`src/rtl/inst_fifo_packer.sv`:
```
// Pairs 32-bit bus writes into 64-bit instructions for the timing controller FIFO; write strobe one cycle after the second word.
// Optional stall statistics (dbg_stall_cycles, dbg_max_stall) are enabled by defining INST_PACKER_STALL_STATS_EN.
module inst_fifo_packer #(
   parameter int BUS_DATA_WIDTH = 32,
   parameter int COUNT_WIDTH    = 32
) (
   input  logic                        clock,
   input  logic                        resetn,
   input  logic                        init,
   input  logic                        bus_wr_valid,
   input  logic [BUS_DATA_WIDTH-1:0]   bus_wr_data,
   output logic                        bus_wr_ready,
   input  logic                        inst_fifo_full,
   input  logic                        inst_fifo_almost_full,
   output logic [2*BUS_DATA_WIDTH-1:0] inst_fifo_wr_data,
   output logic                        inst_fifo_wr_en,
   output logic                        pulse_controller_release,
   output logic                        half_word_pending,
   output logic [COUNT_WIDTH-1:0]      dbg_inst_written
`ifdef INST_PACKER_STALL_STATS_EN
   ,
   output logic [COUNT_WIDTH-1:0]      dbg_stall_cycles,
   output logic [COUNT_WIDTH-1:0]      dbg_max_stall
`endif
);

   typedef enum logic [1:0] {
      LO   = 2'd0,
      HI   = 2'd1,
      PEND = 2'd2
   } state_t;

   state_t                      state;
   state_t                      state_nxt;
   logic                        rst_done;
   logic                        xfer;
   logic [BUS_DATA_WIDTH-1:0]   lo_word;
   logic                        af_hist;

   // rst_done keeps ready low while reset is asserted and until the first edge after it
   always_ff @(posedge clock or negedge resetn) begin
      if (!resetn) begin
         state    <= LO;
         rst_done <= 1'b0;
      end else begin
         state    <= state_nxt;
         rst_done <= 1'b1;
      end
   end

   always_comb begin
      state_nxt         = state;
      bus_wr_ready      = 1'b0;
      inst_fifo_wr_en   = 1'b0;
      half_word_pending = 1'b0;
      case (state)
         LO: begin
            bus_wr_ready = rst_done;
            if (bus_wr_valid && rst_done) state_nxt = HI;
         end
         HI: begin
            bus_wr_ready      = 1'b1;
            half_word_pending = 1'b1;
            if (bus_wr_valid) state_nxt = PEND;
         end
         PEND: begin
            bus_wr_ready    = ~inst_fifo_full;
            inst_fifo_wr_en = ~inst_fifo_full;
            if (!inst_fifo_full) state_nxt = bus_wr_valid ? HI : LO;
         end
         default: state_nxt = LO;
      endcase
      if (init) begin
         state_nxt       = LO;
         bus_wr_ready    = 1'b0;
         inst_fifo_wr_en = 1'b0;
      end
   end

   assign xfer = bus_wr_valid & bus_wr_ready;

   // First word lands in the upper half: the FIFO fills MSB first and the consumer swaps halves
   always_ff @(posedge clock or negedge resetn) begin
      if (!resetn) begin
         lo_word           <= '0;
         inst_fifo_wr_data <= '0;
      end else if (init) begin
         lo_word           <= '0;
      end else if (xfer) begin
         if (state == HI) inst_fifo_wr_data <= {lo_word, bus_wr_data};
         else             lo_word           <= bus_wr_data;
      end
   end

   always_ff @(posedge clock or negedge resetn) begin
      if (!resetn)              dbg_inst_written <= '0;
      else if (init)            dbg_inst_written <= '0;
      else if (inst_fifo_wr_en) dbg_inst_written <= dbg_inst_written + COUNT_WIDTH'(1);
   end

   // History follows the input during init so leaving init cannot fake a rising edge
   always_ff @(posedge clock or negedge resetn) begin
      if (!resetn) begin
         af_hist                  <= 1'b0;
         pulse_controller_release <= 1'b0;
      end else begin
         af_hist                  <= inst_fifo_almost_full;
         pulse_controller_release <= ~init & inst_fifo_almost_full & ~af_hist;
      end
   end

`ifdef INST_PACKER_STALL_STATS_EN
   logic                   stall;
   logic [COUNT_WIDTH-1:0] cur_run;

   assign stall = (state == PEND) && inst_fifo_full;

   always_ff @(posedge clock or negedge resetn) begin
      if (!resetn) begin
         dbg_stall_cycles <= '0;
         dbg_max_stall    <= '0;
         cur_run          <= '0;
      end else if (init) begin
         dbg_stall_cycles <= '0;
         dbg_max_stall    <= '0;
         cur_run          <= '0;
      end else if (stall) begin
         if (!(&dbg_stall_cycles)) dbg_stall_cycles <= dbg_stall_cycles + COUNT_WIDTH'(1);
         if (!(&cur_run))          cur_run          <= cur_run + COUNT_WIDTH'(1);
      end else if (cur_run != '0) begin
         if (cur_run > dbg_max_stall) dbg_max_stall <= cur_run;
         cur_run <= '0;
      end
   end
`endif

endmodule

```
`config.mk`:
```
export PLATFORM = sky130hd
export DESIGN_NAME = inst_fifo_packer
export DESIGN_NICKNAME = d
export VERILOG_FILES = /design/src/rtl/inst_fifo_packer.sv
export SDC_FILE = /design/constraint.sdc
export NUM_CORES = 1
export LEC_CHECK = 0
export ABC_AREA = 1
export ABC_CLOCK_PERIOD_IN_PS = 2400
export CORE_ASPECT_RATIO = 1.2
export CORE_MARGIN = 2
export CORE_UTILIZATION = 54
export DETAILED_ROUTE_END_ITERATION = 8
export PLACE_DENSITY = 0.86
export SETUP_SLACK_MARGIN = 0.4
export SYNTH_ARGS = -nofsm -noshare
export SYNTH_HDL_FRONTEND = slang
export SYNTH_SLANG_ARGS = --single-unit
```
`constraint.sdc`:
```
create_clock -name clock -period 2.4 [get_ports clock]
set_input_delay 0.72 -clock clock [delete_from_list [all_inputs] [get_ports clock]]
set_output_delay 0.72 -clock clock [all_outputs]
set_load 0.02 [all_outputs]
```
==> results of run 1 <==
cells by family (layout without fill, tap and decap cells):
| family | after synthesis | count (layout) | share of synthesized area, % |
|---|---|---|---|
| DFF | 133 | 133 | 57.6 |
| AOI/OAI and AO/OA | 129 | 129 | 11.5 |
| adders and majority gates | 1 | 1 | 0.216 |
| and+or+nand+nor | 298 | 298 | 21.6 |
| other | 1 | 1 | 0.0649 |
| buffers and inverters | 124 | 289 | 9.03 |
registers in the layout, summed over array words and instances, names as in the netlist:
signal and count:
pulse_controller_release 1, dbg_inst_written 32, af_hist 1, rst_done 1, inst_fifo_wr_data 64, lo_word 32, state 2
worst max-delay path, delay by kind of cell, from the launching register on:
family / cells / cell delay (ns)
buffers and inverters: 2 / 0.25
AOI/OAI and AO/OA: 1 / 0.07
and+or+nand+nor: 3 / 0.26
DFF: 1 / 0.41
layer usage:
layer | track usage [%] | part of all wire, % | vias up
li1 | - | - | 2496
met1 | 33.4 | 40 | 2571
met2 | 46.3 | 54 | 195
met3 | 5.60 | 5.8 | 15
met4 | 7.88 | 0.76 | 0
met5 | 0 | 0 | -
power groups by stage:
stage / combinational (mW) / clock [mW] / sequential, mW
floorplan: 0.386 / 0 / 3.23
finish: 1.47 / 2.59 / 2.82
detailed placement: 1.67 / 0 / 2.86
global placement: 1.62 / 0 / 2.83
CTS: 1.47 / 2.61 / 2.81
global route: 1.59 / 2.71 / 2.86
final timing paths:
| path | start | to | slack, ns | cells past startpoint |
|---|---|---|---|---|
| worst min register to register | af_hist | pulse_controller_release | 0.41 | 1 |
| worst max-delay path | state[0] | bus_wr_ready | 0.27 | 6 |
| min in group clock | af_hist | pulse_controller_release | 0.41 | 1 |
| worst max register to register | state[0] | inst_fifo_wr_data[20] | 0.43 | 9 |
| max in group asynchronous | resetn | dbg_inst_written[29] | 1.61 | 2 |
| worst min-delay path | resetn | inst_fifo_wr_data[51] | 0.17 | 1 |
final cells by class:
type,instances,share of cell area [%]
clock buffers,18,5.42
clock inverters,13,1.99
inverters,96,4.55
multi-input cells,429,24.8
flip-flops and latches,133,42.1
well taps,129,2.04
repair buffers,162,19.2
Yosys cell counts (all sizes together):
cell type    n  share of area [%]
buf         23                2.4
ha           1               0.22
nand4        3               0.32
nor3b        1               0.13
and3         2               0.22
nand2      146                9.5
clkbuf       5               0.35
o21ai      104                9.0
nor3         5               0.43
dfrtp      133                 58
nand3b       1               0.13
conb         1              0.065
o21bai       1               0.13
nand3       64                5.6
nor2        76                5.2
o211a        1               0.17
a21oi       19                1.6
o21a         1               0.13
inv         96                6.2
o31ai        3               0.39
repair_timing:
item	CTS	global route
cloned	0	2
hold endpoints to repair	0	0
endpoints found under the setup margin	199	66
pin swaps	2	4
gates resized for setup	122	14
buffers inserted	4	5
per-stage QoR:
stage	worst slack [ns]	total power [mW]	area, µm²	setup TNS [ns]	cells
after global placement	-0.461	4.45	7310	-35.35	938
after detailed placement	-0.489	4.52	7310	-40.42	938
after floorplan	0.492	3.61	5780	0	686
after CTS	0.219	6.89	7810	0	973
after global routing	0.232	7.16	7920	0	980
final	0.269	6.87	7920	0	980
==> impl_metrics.yaml, run 1 <==
finish:
  nNetsFinal: 878
  final_cell_mix: "nand2_1, dfrtp_1, dlygate4sd2_1"
  diodes: 0
  final_common_cell: "nand2_1"
  fin_util_pct: 75.6
  area_delta_synth_final_pct: 37.0
  fillers: 790
  area.sequential_mm2: 0.00333
  final_layout_size_suffix_gt1_share_pct: 8.93
  multi_input_area_mm2: 0.00196
power:
  clkPwrFrac_pct: 37.6
  p_comb_share_pct: 21.4
  p_seq_share_pct: 41.0
  worst_ir_drop_vdd_mv: 0.473
  total_leakage_power_nw: 4.07
  power_density_mw_per_mm2: 869
  p_int_mw: 4.81
  switching_power_mw: 2.07
  p_sw_share_pct: 30.1
timing:
  fin_crit_sh_pct: 88.8
  slew_viol_final: 0
  period_needed_ns: 2.13
  finalSetupViolations: 0
  rsz0062_at_grt: "true"
  clock_skew_ns: 0.0160
  whs_ns: 0.167
  max_freq_mhz: 469
  hold_violations: 0
critical_path:
  cpMaxStageDelayCell: "dfrtp_1"
  crit_chain: "inv_2 -> nand2_4 -> nor2_4 -> nand2_4 -> o31ai_4 -> buf_6"
  endpoint_kind: "output port"
  cp.arrival_ns: 1.41
  critPathKind: "reg2out"
  critPathMaxFanout: 3
  crit_path_start_kind: "register"
  crit_top_cell: "nand2_4"
  slowest_delay_ns: 0.41
  crit_required_ns: 1.68
clocking:
  clock-root-buffer: "clkbuf_16"
  cts_sinks: 133
  h-tree-depth: 4
  cts_hold_buf: 0
  clk_pin_slew_ns: 0.06
  cts_tree: "done"
  cts_buffers: 17
  clockBufferDepth: 2
  clock_latency_ns: 0.42
synth:
  synth.ff_latch_count: 133
  syn_area_mm2: 0.00578
  synth_warnings: 0
  synth_nets: 725
  synth_cells: 686
  synth.avg_cell_area_um2: 8.42
  synth.distinct_cells: 29
  ys_seq_area_share_pct: 57.6
routing:
  vias_per_cell: 5.38
  drt_first_pass_iters: 5
  num_vias: 5277
  routedWlPerCell_um: 16.2
  ant_nets: 0
  wl_um: 15900
  drt_first_iter_violations: 299
  drc_errors: 0
grt:
  antenna_found_initial: 0
  grt_pass1_vias: 5109
  overflow: 0
  grt_max_degree: 129
  grt_pass1_wl_um: 24700
  track_usage_pct: 26.6
floorplanning:
  rows: 41
  ios: 138
  fp.dieW_um: 98.4
  dieHeight_um: 117
  die_area_mm2: 0.0115
  start_util_pct: 55.2
  core_area_mm2: 0.0105
hold_path:
  hp-class: "in2async"
place:
  gp_congestion: 0.906
  hpwl_um: 10000
  portBuffers: 137
status:
  outcome: "finished clean"
flow_run:
  drv_cap: 0
Note: power is estimated with default switching activity, not from simulation.
==> inputs of run 2 (changes only) <==
==> constraint.sdc (replaced) <==
create_clock -name clock -period 2.4 [get_ports clock]
set_input_delay 0.72 -clock clock [delete_from_list [all_inputs] [get_ports clock]]
set_output_delay 0.72 -clock clock [all_outputs]
set_load 0.005 [all_outputs]
==> run 2 against run 1 <==
Effect of this change: combinational power is 11% lower; core utilization is 4.5 points higher; count of clock-buffer cells in the layout is the same; via count increased by 4.8%; critical path type unchanged.
==> impl_metrics.yaml, run 2 (synthesized netlist as in run 1, its figures left out) <==
hold_path:
  hp-class: "in2async"
place:
  portBuffers: 137
  gp_congestion: 0.914
  placed_area_mm2: 0.00730
  placed_cells: 938
  hpwl_um: 10100
floorplanning:
  fp.dieW_um: 98.4
  rows: 41
  start_util_pct: 55.2
  die_area_mm2: 0.0115
  core_area_mm2: 0.0105
  ios: 138
  dieHeight_um: 117
timing:
  slew_viol_final: 0
  clock_skew_ns: 0.0156
  finalSetupViolations: 0
  rsz0062_at_grt: "true"
  max_freq_mhz: 476
  hold_violations: 0
  period_needed_ns: 2.10
  fin_crit_sh_pct: 87.5
  fin_tns_setup_ns: 0
finish:
  largest_reg_flops: 64
  layoutNonFillerInstCount: 1024
  top_register: "inst_fifo_wr_data"
  final_cell_mix: "nand2_1, dfrtp_1, inv_1"
  reg.largest.list: "inst_fifo_wr_data (64), dbg_inst_written (32), lo_word (32)"
  final_common_cell: "nand2_1"
  area_delta_synth_final_pct: 45.1
  fin_area_mm2: 0.00839
  nNetsFinal: 921
  final_layout_size_suffix_gt1_share_pct: 14.2
  diodes: 0
clocking:
  clk_pin_slew_ns: 0.06
  cts_sinks: 133
  clockBufferDepth: 2
  clock_latency_ns: 0.41
  clock-root-buffer: "clkbuf_16"
  cts_tree: "done"
  cts_buffers: 17
  h-tree-depth: 4
  cts_hold_buf: 0
status:
  outcome: "finished clean"
critical_path:
  critPathKind: "reg2out"
  critPathMaxFanout: 3
  crit_required_ns: 1.68
  endpoint_kind: "output port"
  crit_path_start_kind: "register"
  cp.arrival_ns: 1.38
routing:
  num_vias: 5528
  drt_first_pass_iters: 5
  routedWlPerCell_um: 16.7
  drt_first_iter_violations: 358
  ant_nets: 0
  drc_errors: 0
  vias_per_cell: 5.40
  wl_um: 17100
grt:
  track_usage_pct: 28.0
  grt_max_degree: 129
  antenna_found_initial: 0
  grt_pass1_wl_um: 25800
  overflow: 0
  grt_pass1_vias: 5351
power:
  total_leakage_power_nw: 4.73
  worst_ir_drop_vdd_mv: 0.489
  power_density_mw_per_mm2: 804
flow_run:
  drv_cap: 0
run 2: area by class of cell:
cell class / count / area (µm²)
well taps: 129 / 161
clock buffers: 18 / 439
inverters: 96 / 363
multi-input cells: 429 / 1960
repair buffers: 205 / 1970
clock inverters: 14 / 159
flip-flops and latches: 133 / 3330
fillers: 682 / 2080
run 2: worst max-delay path, stage by stage, from the launching register on:
cell and delay (ns):
dfrtp_1 0.40, inv_2 0.09, nand2_4 0.06, nor2_4 0.11, nand2_4 0.08, o31ai_4 0.06
buf_2 0.16
run 2: metal layers:
layer	GRT usage, %	vias to the layer above	share of wire, %
met5	0	-	0
met4	11.3	0	2.5
met3	6.79	34	6.6
met2	47.8	254	53
met1	33.8	2657	38
li1	-	2583	-
run 2: power by group:
group / switching (mW) / internal, mW
logic: 0.575 / 0.738
registers: 0.204 / 2.61
clock network: 0.967 / 1.65
total: 1.75 / 5.00
run 2: worst paths after layout:
| path | slack (ns) | cells past startpoint | start | endpoint |
|---|---|---|---|---|
| min | 0.13 | 1 | resetn | inst_fifo_wr_data[18] |
| max in group asynchronous | 1.65 | 2 | resetn | dbg_inst_written[22] |
| min reg2reg | 0.40 | 1 | af_hist | pulse_controller_release |
| max | 0.30 | 6 | state[0] | bus_wr_ready |
| max reg2reg | 0.47 | 7 | state[0] | inst_fifo_wr_data[26] |
| min in group clock | 0.40 | 1 | af_hist | pulse_controller_release |
run 2: stage by stage:
stage	power, mW	hold slack (ns)	util (%)	setup slack, ns
finish	6.74	0.128	80.2	0.300
global route	7.03	0.127	80.2	0.268
CTS	6.72	0.129	77.8	0.279
detailed placement	4.14	0.395	69.8	-0.451
global placement	4.06	0.383	69.8	-0.435
floorplan	3.24	0.377	-	0.592
run 2: repair_timing:
action                     4_1_cts  5_1_grt
resized for setup               83       49
hold endpoints to repair         0        0
pin swaps                        3        3
gates cloned                     0        2
buffers inserted                40       12
setup endpoints to repair      132       56
